### src/rtl/mix_columns_if.sv
// Handshake bundle for mix_columns_engine: input state channel, output state channel, busy flag.
interface mix_columns_if;
  logic         in_valid;
  logic         in_ready;
  logic         in_mode;
  logic         in_bypass;
  logic [127:0] in_state;
  logic         out_valid;
  logic         out_ready;
  logic [127:0] out_state;
  logic         busy;

  modport master (
    output in_valid, in_mode, in_bypass, in_state, out_ready,
    input  in_ready, out_valid, out_state, busy
  );

  modport slave (
    input  in_valid, in_mode, in_bypass, in_state, out_ready,
    output in_ready, out_valid, out_state, busy
  );
endinterface

### src/rtl/mix_columns_engine.sv
// AES MixColumns / InvMixColumns engine: transforms COLS_PER_CYCLE columns per clock,
// GF(2^8) products built from xtime chains, with per-transaction mode and final-round bypass.
module mix_columns_engine #(
  parameter int COLS_PER_CYCLE = 1
) (
  input logic          clk,
  input logic          rst_n,
  mix_columns_if.slave bus
);

  if (COLS_PER_CYCLE != 1 && COLS_PER_CYCLE != 2 && COLS_PER_CYCLE != 4) begin : g_bad_cols
    $error("mix_columns_engine: COLS_PER_CYCLE must be 1, 2 or 4");
  end

  // STEP wraps to 0 when all four columns are done in one cycle.
  localparam logic [1:0] STEP = 2'(COLS_PER_CYCLE);
  localparam logic [1:0] LAST = 2'(4 - COLS_PER_CYCLE);

  typedef enum logic [1:0] {
    S_IDLE = 2'd0,
    S_RUN  = 2'd1,
    S_DONE = 2'd2
  } state_t;

  state_t         r_fsm;
  state_t         w_fsm_nxt;
  logic [127:0]   r_data;
  logic [127:0]   w_data_nxt;
  logic [1:0]     r_col;
  logic [1:0]     w_idx;
  logic           r_mode;
  logic           w_accept;

  function automatic logic [7:0] xtime(input logic [7:0] x);
    return {x[6:0], 1'b0} ^ (x[7] ? 8'h1B : 8'h00);
  endfunction

  function automatic logic [31:0] mix_col(input logic [31:0] col, input logic inv);
    logic [7:0]  b  [4];
    logic [7:0]  x2 [4];
    logic [7:0]  x4 [4];
    logic [7:0]  x8 [4];
    logic [31:0] res;
    logic [1:0]  k1;
    logic [1:0]  k2;
    logic [1:0]  k3;
    res = 32'h0000_0000;
    for (int i = 0; i < 4; i++) begin
      b[i]  = col[31-8*i -: 8];
      x2[i] = xtime(b[i]);
      x4[i] = xtime(x2[i]);
      x8[i] = xtime(x4[i]);
    end
    for (int i = 0; i < 4; i++) begin
      k1 = 2'(i + 1);
      k2 = 2'(i + 2);
      k3 = 2'(i + 3);
      // Inverse coefficients: 0e = 8^4^2, 0b = 8^2^1, 0d = 8^4^1, 09 = 8^1.
      if (inv) begin
        res[31-8*i -: 8] = (x8[i] ^ x4[i] ^ x2[i]) ^ (x8[k1] ^ x2[k1] ^ b[k1])
                         ^ (x8[k2] ^ x4[k2] ^ b[k2]) ^ (x8[k3] ^ b[k3]);
      end else begin
        res[31-8*i -: 8] = x2[i] ^ (x2[k1] ^ b[k1]) ^ b[k2] ^ b[k3];
      end
    end
    return res;
  endfunction

  assign w_accept      = bus.in_valid && (r_fsm == S_IDLE);
  assign bus.in_ready  = rst_n && (r_fsm == S_IDLE);
  assign bus.out_valid = (r_fsm == S_DONE);
  assign bus.busy      = (r_fsm != S_IDLE);
  assign bus.out_state = r_data;

  // FSM state register.
  always_ff @(posedge clk or negedge rst_n) begin
    if (!rst_n) begin
      r_fsm <= S_IDLE;
    end else begin
      r_fsm <= w_fsm_nxt;
    end
  end

  // FSM next-state logic.
  always_comb begin
    w_fsm_nxt = r_fsm;
    case (r_fsm)
      S_IDLE: begin
        if (bus.in_valid) begin
          w_fsm_nxt = bus.in_bypass ? S_DONE : S_RUN;
        end else begin
          w_fsm_nxt = S_IDLE;
        end
      end
      S_RUN: begin
        if (r_col == LAST) begin
          w_fsm_nxt = S_DONE;
        end else begin
          w_fsm_nxt = S_RUN;
        end
      end
      S_DONE: begin
        if (bus.out_ready) begin
          w_fsm_nxt = S_IDLE;
        end else begin
          w_fsm_nxt = S_DONE;
        end
      end
      default: w_fsm_nxt = S_IDLE;
    endcase
  end

  // Replace the current column group with its transform.
  always_comb begin
    w_data_nxt = r_data;
    w_idx      = 2'd0;
    for (int g = 0; g < COLS_PER_CYCLE; g++) begin
      w_idx = r_col + 2'(g);
      w_data_nxt[127-32*int'(w_idx) -: 32] = mix_col(r_data[127-32*int'(w_idx) -: 32], r_mode);
    end
  end

  // State, column counter and mode registers.
  always_ff @(posedge clk or negedge rst_n) begin
    if (!rst_n) begin
      r_data <= 128'd0;
      r_col  <= 2'd0;
      r_mode <= 1'b0;
    end else if (w_accept) begin
      r_data <= bus.in_state;
      r_col  <= 2'd0;
      r_mode <= bus.in_mode;
    end else if (r_fsm == S_RUN) begin
      r_data <= w_data_nxt;
      r_col  <= r_col + STEP;
    end else begin
      r_data <= r_data;
      r_col  <= r_col;
      r_mode <= r_mode;
    end
  end

endmodule

### src/flat_wrapper.sv
// flat-port wrapper written by rule: the top's interface ports become plain ports
module mix_columns_engine_flat 
#(
  parameter int COLS_PER_CYCLE = 1
)
  (clk, rst_n, bus_in_valid, bus_in_mode, bus_in_bypass, bus_in_state, bus_out_ready, bus_in_ready, bus_out_valid, bus_out_state, bus_busy);
  mix_columns_if bus_i ();
  input logic clk;
  input logic rst_n;
  input wire logic [$bits(bus_i.in_valid)-1:0] bus_in_valid;
  input wire logic [$bits(bus_i.in_mode)-1:0] bus_in_mode;
  input wire logic [$bits(bus_i.in_bypass)-1:0] bus_in_bypass;
  input wire logic [$bits(bus_i.in_state)-1:0] bus_in_state;
  input wire logic [$bits(bus_i.out_ready)-1:0] bus_out_ready;
  output wire logic [$bits(bus_i.in_ready)-1:0] bus_in_ready;
  output wire logic [$bits(bus_i.out_valid)-1:0] bus_out_valid;
  output wire logic [$bits(bus_i.out_state)-1:0] bus_out_state;
  output wire logic [$bits(bus_i.busy)-1:0] bus_busy;
  assign bus_i.in_valid = bus_in_valid;
  assign bus_i.in_mode = bus_in_mode;
  assign bus_i.in_bypass = bus_in_bypass;
  assign bus_i.in_state = bus_in_state;
  assign bus_i.out_ready = bus_out_ready;
  assign bus_in_ready = bus_i.in_ready;
  assign bus_out_valid = bus_i.out_valid;
  assign bus_out_state = bus_i.out_state;
  assign bus_busy = bus_i.busy;
  mix_columns_engine #(.COLS_PER_CYCLE(COLS_PER_CYCLE)) u_core (.clk(clk), .rst_n(rst_n), .bus(bus_i));
endmodule
### config.mk
export PLATFORM = sky130hd
export DESIGN_NAME = mix_columns_engine_flat
export DESIGN_NICKNAME = d
export VERILOG_FILES = /design/src/rtl/mix_columns_if.sv /design/src/rtl/mix_columns_engine.sv /design/src/flat_wrapper.sv
export SDC_FILE = /design/constraint.sdc
export NUM_CORES = 1
export LEC_CHECK = 0
export BUFFER_PORTS_ARGS = -buffer_cell sky130_fd_sc_hd__buf_4
export CAP_MARGIN = 20
export CORE_ASPECT_RATIO = 0.7
export CORE_MARGIN = 8
export CORE_UTILIZATION = 30
export CTS_CLUSTER_DIAMETER = 60
export DETAILED_ROUTE_END_ITERATION = 10
export PLACE_DENSITY = 0.5
export SLEW_MARGIN = 25
export SYNTH_ARGS = -nofsm -noshare
export SYNTH_HDL_FRONTEND = slang
export SYNTH_SLANG_ARGS = --single-unit
### constraint.sdc
create_clock -name clk -period 9.4 [get_ports clk]
set_input_delay 0.47 -clock clk [delete_from_list [all_inputs] [get_ports clk]]
set_output_delay 0.47 -clock clk [all_outputs]
set_load 0.1 [all_outputs]
==> summary.md, run 1 <==
- 0 — gr ovfl total
- 39.5% — Max-slew headroom
- 29900 sq um — core area
- flop to flop — type of the worst setup path
- sky130_fd_sc_hd__clkbuf_16 — buffer cell driving the clock tree root
- sky130_fd_sc_hd__dfrtp_1 — leading register cell type out of synthesis
- 0 — Pins Over Slew Limit
- 781 — post-synthesis cell count
- 11400 sq um — placed standard-cell area
- 53 — total number of placement rows
- 36.6% — sequential element share of the synthesized area
- 31.8% — area added between synthesis and finish
- 2 — maximum clock insertion buffer count
- 5.27 — ratio of routed vias to standard cells
- yes — TritonCTS clock tree
- false — unrepaired setup endpoints after global routing
- 0 — count of endpoints failing hold in the final timing report
- input port to flop — class of the most critical hold timing path
- 0 — CTS resizes
- 9080 sq um — Netlist Area Pre-Place
- 11.6 sq um — mean instance size in the synthesized netlist
- 73 — pin count of the biggest net entering global routing
- 100% — proportion of register bits with asynchronous set or reset after synthesis
- 0.908 ns — transition time at the pin with the least slew margin
- 264 — IO buf count
- 162 um — die height
- 36.4% — share of final-layout standard cells stronger than drive strength 1
- 0 — Max Cap Violations
- 4.34 ns — critical path data arrival time
- completed — status
- 27900 um — estimated wirelength of the detail-placed design
- 8086 — vias in the first global route
- 0.06 ns — post-CTS clock slew at the launch and capture registers of the worst setup and hold paths
- 55200 um — first-pass GRT wire length
- 265 — I/O pin count
- 0 — final setup fails
- 0.0121 ns — Post-Route Skew
- 40 — critical path fanouts, max
- 1 — antenna violations before repair
- 4 — number of H-tree branching levels
- 1154 — Final Net Count
- 0 — Yosys Warn Count
- 919 — Net Count, Synth
- 37400 um — total detailed-routing wirelength
- 0 — antenna fix cells
- 0.251 GHz — max frequency
- 17 — number of buffers added by the clock tree synthesis step
- 8 — number of search-and-repair iterations in the first detailed-routing pass
- 631 — number of DRC markers in iteration 0
- 0.855 — placer congestion estimate
- flop — kind of start point of the critical path
- 3.98 ns — time the final worst path needs with I/O delays and setup
- 0 ns — final-layout setup total negative slack
- flop — element type at the critical path end
- 36200 sq um — DIE AREA
- 0 — DRC violations left
- 0 — Post-synth EDFFs
- 224 um — die extent in x
- 133 — TritonCTS Sinks
- 12000 sq um — final std cell area, no fill
- 42.4% — crit share post-route
- 133 — Synth Register Bits
- 47 — Cell variety after synth
- 30.4% — initial core utilization
- 26.0 um — detailed-route wire length per cell
- 7600 — total number of vias
- 0.43 ns — source-to-sink clock delay at the later pin of the worst-skew pair
- 9.75 ns — data required time at the worst endpoint
- 20.4% — global routing usage summed across all routing layers
- 0 — Final ANT Viol Nets
[flip-flops by register name, summed over array words and instances (netlist names)]
name / count
u_core.bus.out_state: 128
u_core.r_col: 2
u_core.r_fsm: 2
u_core.r_mode: 1
[timing repair]
action	CTS	global route
hold buffers	1	0
endpoints found under the hold margin	28	0
setup buffers	0	0
[cells in the mapped netlist (5+ instances only)]
cell type | instances | area (sq um)
sky130_fd_sc_hd__nor2_1 | 19 | 71.3
sky130_fd_sc_hd__dfrtp_1 | 133 | 3330
sky130_fd_sc_hd__mux4_2 | 31 | 698
sky130_fd_sc_hd__nor3_1 | 8 | 40.0
sky130_fd_sc_hd__xnor3_1 | 25 | 563
sky130_fd_sc_hd__a22o_1 | 21 | 184
sky130_fd_sc_hd__clkbuf_1 | 41 | 154
sky130_fd_sc_hd__a222oi_1 | 8 | 80.1
sky130_fd_sc_hd__nand2_1 | 20 | 75.1
sky130_fd_sc_hd__xor2_1 | 33 | 289
sky130_fd_sc_hd__xor2_2 | 5 | 81.3
sky130_fd_sc_hd__buf_2 | 8 | 40.0
sky130_fd_sc_hd__xnor2_1 | 110 | 963
sky130_fd_sc_hd__xnor2_2 | 12 | 195
sky130_fd_sc_hd__a22oi_1 | 96 | 721
sky130_fd_sc_hd__inv_1 | 6 | 22.5
sky130_fd_sc_hd__mux2i_1 | 12 | 120
sky130_fd_sc_hd__o21ai_0 | 78 | 390
sky130_fd_sc_hd__xnor2_4 | 7 | 193
sky130_fd_sc_hd__buf_1 | 6 | 22.5
sky130_fd_sc_hd__a21o_1 | 22 | 165
sky130_fd_sc_hd__o21ai_1 | 27 | 135
[layout by cell type (no fill, tap or decap), drive strengths merged, types with 20 or more instances in the layout]
cell and instances:
a21o 22, xnor2 129, a22o 21, nand2 20, buf 279, mux4 32
xor2 39, a22oi 96, dfrtp 133, clkbuf 22, o21ai 105, xnor3 28
[worst paths after layout]
kind                                                          to  cells after the start                                  from  slack, ns
max                         u_core.bus.out_state[45]$_DFFE_PN0P_                      8           u_core.r_col[0]$_DFFE_PN0P_       5.42
min in group asynchronous   u_core.bus.out_state[80]$_DFFE_PN0P_                      2                                 rst_n       0.51
max in group asynchronous            u_core.r_col[0]$_DFFE_PN0P_                      3                                 rst_n       7.86
max reg2reg                 u_core.bus.out_state[45]$_DFFE_PN0P_                      8           u_core.r_col[0]$_DFFE_PN0P_       5.42
min                        u_core.bus.out_state[118]$_DFFE_PN0P_                      3                     bus_in_state[118]       0.28
min reg2reg                 u_core.bus.out_state[52]$_DFFE_PN0P_                      2  u_core.bus.out_state[52]$_DFFE_PN0P_       0.54
[critical path, cell delays in order (launching register included)]
cell and delay, ns:
sky130_fd_sc_hd__dfrtp_2 0.34, sky130_fd_sc_hd__buf_4 0.64, sky130_fd_sc_hd__mux4_1 0.91, sky130_fd_sc_hd__xnor3_1 0.53
sky130_fd_sc_hd__xnor2_1 0.29, sky130_fd_sc_hd__xnor3_1 0.35, sky130_fd_sc_hd__and2_1 0.20, sky130_fd_sc_hd__xnor3_1 0.43
sky130_fd_sc_hd__o21ai_1 0.18
[stage by stage]
stage               setup slack [ns]  instances  util (%)  hold slack [ns]
detailed placement              5.40       1408      38.1            0.391
global placement                5.47       1408      38.1            0.397
finish                          5.42       1441      40.0            0.278
CTS                             5.37       1441      40.0            0.248
floorplan                       6.07        781         -            0.174
global route                    5.18       1441      40.0            0.270
[per-layer routing]
layer  wire [um]  track usage, %  share of wire (%)  vias up
li1            -               -                  -     3369
met1       18000            29.8                 48     3886
met2       16300            30.0                 44      318
met3        2830            5.51                7.6       25
met4         255            3.55               0.68        2
met5          13               0              0.035        -
[logic make-up after synthesis]
family | Yosys count | synth area share (%)
adder cells (fa/ha/maj) | 4 | 0.551
buffers and inverters | 70 | 3.76
flip-flops | 133 | 36.6
multiplexers | 46 | 9.57
AO/OA/AOI/OAI | 267 | 19.8
XOR/XNOR | 197 | 26.5
AND/OR/NAND/NOR | 64 | 3.21
[cell type report]
type / instances / area (sq um)
timing repair buffer: 280 / 2110
multi-input combinational: 578 / 5420
clock inverter: 10 / 97.6
inverter: 6 / 22.5
tap: 412 / 515
clock buffer: 22 / 474
sequential: 133 / 3330
fill: 2964 / 17900
Power of run 1 is left out: the tool's default activity adds up to more than one toggle a clock period on the data nets, which glitch-free logic cannot reach.
==> run 2: changes to the inputs <==
PLACE_DENSITY = 0.52   (was 0.5)
clock period = 3.27 ns   (was 9.4 ns; I/O delays follow)
==> summary.md, run 2 (synthesis results as in run 1) <==
- completed — status
- flop to flop — type of the worst setup path
- yes — TritonCTS clock tree
- 53 — total number of placement rows, unchanged
- 0 — Max Cap Violations, unchanged
- 13900 sq um — final std cell area, no fill, +16%
- true — unrepaired setup endpoints after global routing
- 23.8 um — detailed-route wire length per cell, -8.1%
- 91 — pin count of the biggest net entering global routing, +25%
- 0.722 ns — transition time at the pin with the least slew margin, -0.186 ns
- 0 — antenna violations before repair, -1
- 0 — Final ANT Viol Nets, unchanged
- sky130_fd_sc_hd__clkbuf_16 — buffer cell driving the clock tree root
- 264 — IO buf count, unchanged
- 162 um — die height, unchanged
- 4 — number of H-tree branching levels, unchanged
- 12000 sq um — placed standard-cell area, +5.3%
- 0 — Pins Over Slew Limit, unchanged
- sky130_fd_sc_hd__mux4_2 — CP max-delay cell
- 30.4% — initial core utilization, unchanged
- 639 — number of DRC markers in iteration 0, +1.3%
- 8313 — total number of vias, +9.4%
- 17 — number of buffers added by the clock tree synthesis step, unchanged
- flop — kind of start point of the critical path
- 8957 — vias in the first global route, +11%
- 0 — count of endpoints failing hold in the final timing report, unchanged
- 36200 sq um — DIE AREA, unchanged
- 128 — flip-flop count of the largest register, all copies and words added, unchanged
- 0.0266 ns — Hold WS, -0.251 ns
- 1341 — Final Net Count, +16%
- 0.0127 ns — Post-Route Skew, +0.000559 ns
- 58600 um — first-pass GRT wire length, +6.1%
- XOR/XNOR gates — cell family contributing the most delay on the critical path
- input port to flop — class of the most critical hold timing path
- 53.1% — area added between synthesis and finish
- 21.3% — global routing usage summed across all routing layers, +0.93 points
- 0.43 ns — source-to-sink clock delay at the later pin of the worst-skew pair, about the same
- 29900 sq um — core area, unchanged
- 5.10 — ratio of routed vias to standard cells, -3.2%
- 2 — maximum clock insertion buffer count, unchanged
- sky130_fd_sc_hd__buf_4 (346), sky130_fd_sc_hd__dfrtp_1 (126), sky130_fd_sc_hd__dlygate4sd3_1 (108), sky130_fd_sc_hd__xnor2_1 (105), sky130_fd_sc_hd__a22oi_1 (96) — leading cell types in the layout, fill and taps excluded
- sky130_fd_sc_hd__buf_4 — most common library cell in the layout ignoring fill and taps
- 6 — critical path fanouts, max, -85%
- 38800 um — total detailed-routing wirelength, +3.8%
- flop — element type at the critical path end
- 0 ns — final-layout setup total negative slack, unchanged
- 97.8% — crit share post-route, +55 points
- 224 um — die extent in x, unchanged
- buf_12, buf_6, mux4_2, xnor2_2, xnor3_2, xnor3_1, buf_4, xnor2_1, a21oi_1, buf_4, o21ai_0 — critical-path cell list
- 3.58 ns — data required time at the worst endpoint, -6.17 ns
- sky130_fd_sc_hd__buf_4 — most used cell along the critical path
- 4 — buffer and inverter count on the worst path, +3
- 39.2% — share of final-layout standard cells stronger than drive strength 1, +2.8 points
- 133 — TritonCTS Sinks, unchanged
- 3.20 ns — time the final worst path needs with I/O delays and setup, -0.782 ns
- 3.51 ns — critical path data arrival time, -0.83 ns
- 0 — gr ovfl total, unchanged
- 0.924 — placer congestion estimate, +8.2%
- 0 — final setup fails, unchanged
- 0 — DRC violations left, unchanged
- 51.9% — Max-slew headroom, +12 points
- 265 — I/O pin count, unchanged
- 5 — number of search-and-repair iterations in the first detailed-routing pass, -3
- 0.58 ns — delay of the slowest cell on the worst path, -0.33 ns
- 0.313 GHz — max frequency, +24%
- 0.06 ns — post-CTS clock slew at the launch and capture registers of the worst setup and hold paths, about the same
- 30100 um — estimated wirelength of the detail-placed design, +7.7%
[run 2: changes by cell type in the layout (fill, tap and decap cells not counted), moves of 5 or more]
cell                            before  now
sky130_fd_sc_hd__buf_4             277  346
sky130_fd_sc_hd__dfrtp_1           131  126
sky130_fd_sc_hd__xnor2_1           110  105
sky130_fd_sc_hd__buf_12              0    9
sky130_fd_sc_hd__dfrtp_2             2    7
sky130_fd_sc_hd__dlygate4sd3_1       1  108
[run 2: layer usage]
layer	GRT usage (%)	share of wire [%]
met4	4.69	1.1
met5	0	0
met1	30.7	47
met2	30.9	43
met3	6.70	8.5
[run 2: area by class of cell]
| type | instances | area (sq um) |
|---|---|---|
| timing repair buffer | 467 | 3900 |
| tap | 412 | 515 |
| inverter | 6 | 22.5 |
| clock buffer | 22 | 474 |
| clock inverter | 10 | 120 |
| antenna | 1 | 2.50 |
| sequential | 133 | 3340 |
| fill | 2778 | 16000 |
| multi-input combinational | 578 | 5530 |
[run 2: worst register-to-register path: stages (launching register included)]
cell	delay [ns]
sky130_fd_sc_hd__dfrtp_2	0.40
sky130_fd_sc_hd__buf_12	0.14
sky130_fd_sc_hd__buf_6	0.14
sky130_fd_sc_hd__mux4_2	0.58
sky130_fd_sc_hd__xnor2_2	0.23
sky130_fd_sc_hd__xnor3_2	0.53
sky130_fd_sc_hd__xnor3_1	0.38
sky130_fd_sc_hd__buf_4	0.16
sky130_fd_sc_hd__xnor2_1	0.12
sky130_fd_sc_hd__a21oi_1	0.17
sky130_fd_sc_hd__buf_4	0.17
sky130_fd_sc_hd__o21ai_0	0.08
[run 2: stage by stage]
stage / worst slack, ns / instances / utilization [%]
global placement: -0.0312 / 1474 / 40.1
finish: 0.0704 / 1629 / 46.5
detailed placement: -0.0804 / 1474 / 40.1
floorplan: 0.00231 / 781 / -
CTS: -0.00375 / 1615 / 45.8
global route: -0.0354 / 1628 / 46.5
[run 2: timing repair]
item,4_1_cts,5_1_grt
setup endpoints to repair,15,95
buffers inserted,1,13
hold buffers,108,0
endpoints found under the hold margin,140,0
resized for setup,3,19
pin swaps,0,3
[run 2: worst paths after layout]
kind	from	depth (start not counted)	end	slack (ns)
setup / recovery	u_core.r_col[0]$_DFFE_PN0P_	11	u_core.bus.out_state[51]$_DFFE_PN0P_	0.07
hold / removal	bus_in_state[92]	3	u_core.bus.out_state[92]$_DFFE_PN0P_	0.03
setup reg to reg	u_core.r_col[0]$_DFFE_PN0P_	11	u_core.bus.out_state[51]$_DFFE_PN0P_	0.07
hold reg to reg	u_core.bus.out_state[58]$_DFFE_PN0P_	2	u_core.bus.out_state[58]$_DFFE_PN0P_	0.54
max in group asynchronous	rst_n	4	u_core.bus.out_state[73]$_DFFE_PN0P_	2.09
min in group asynchronous	rst_n	2	u_core.bus.out_state[80]$_DFFE_PN0P_	0.12
Power of run 2 is left out for the same reason.
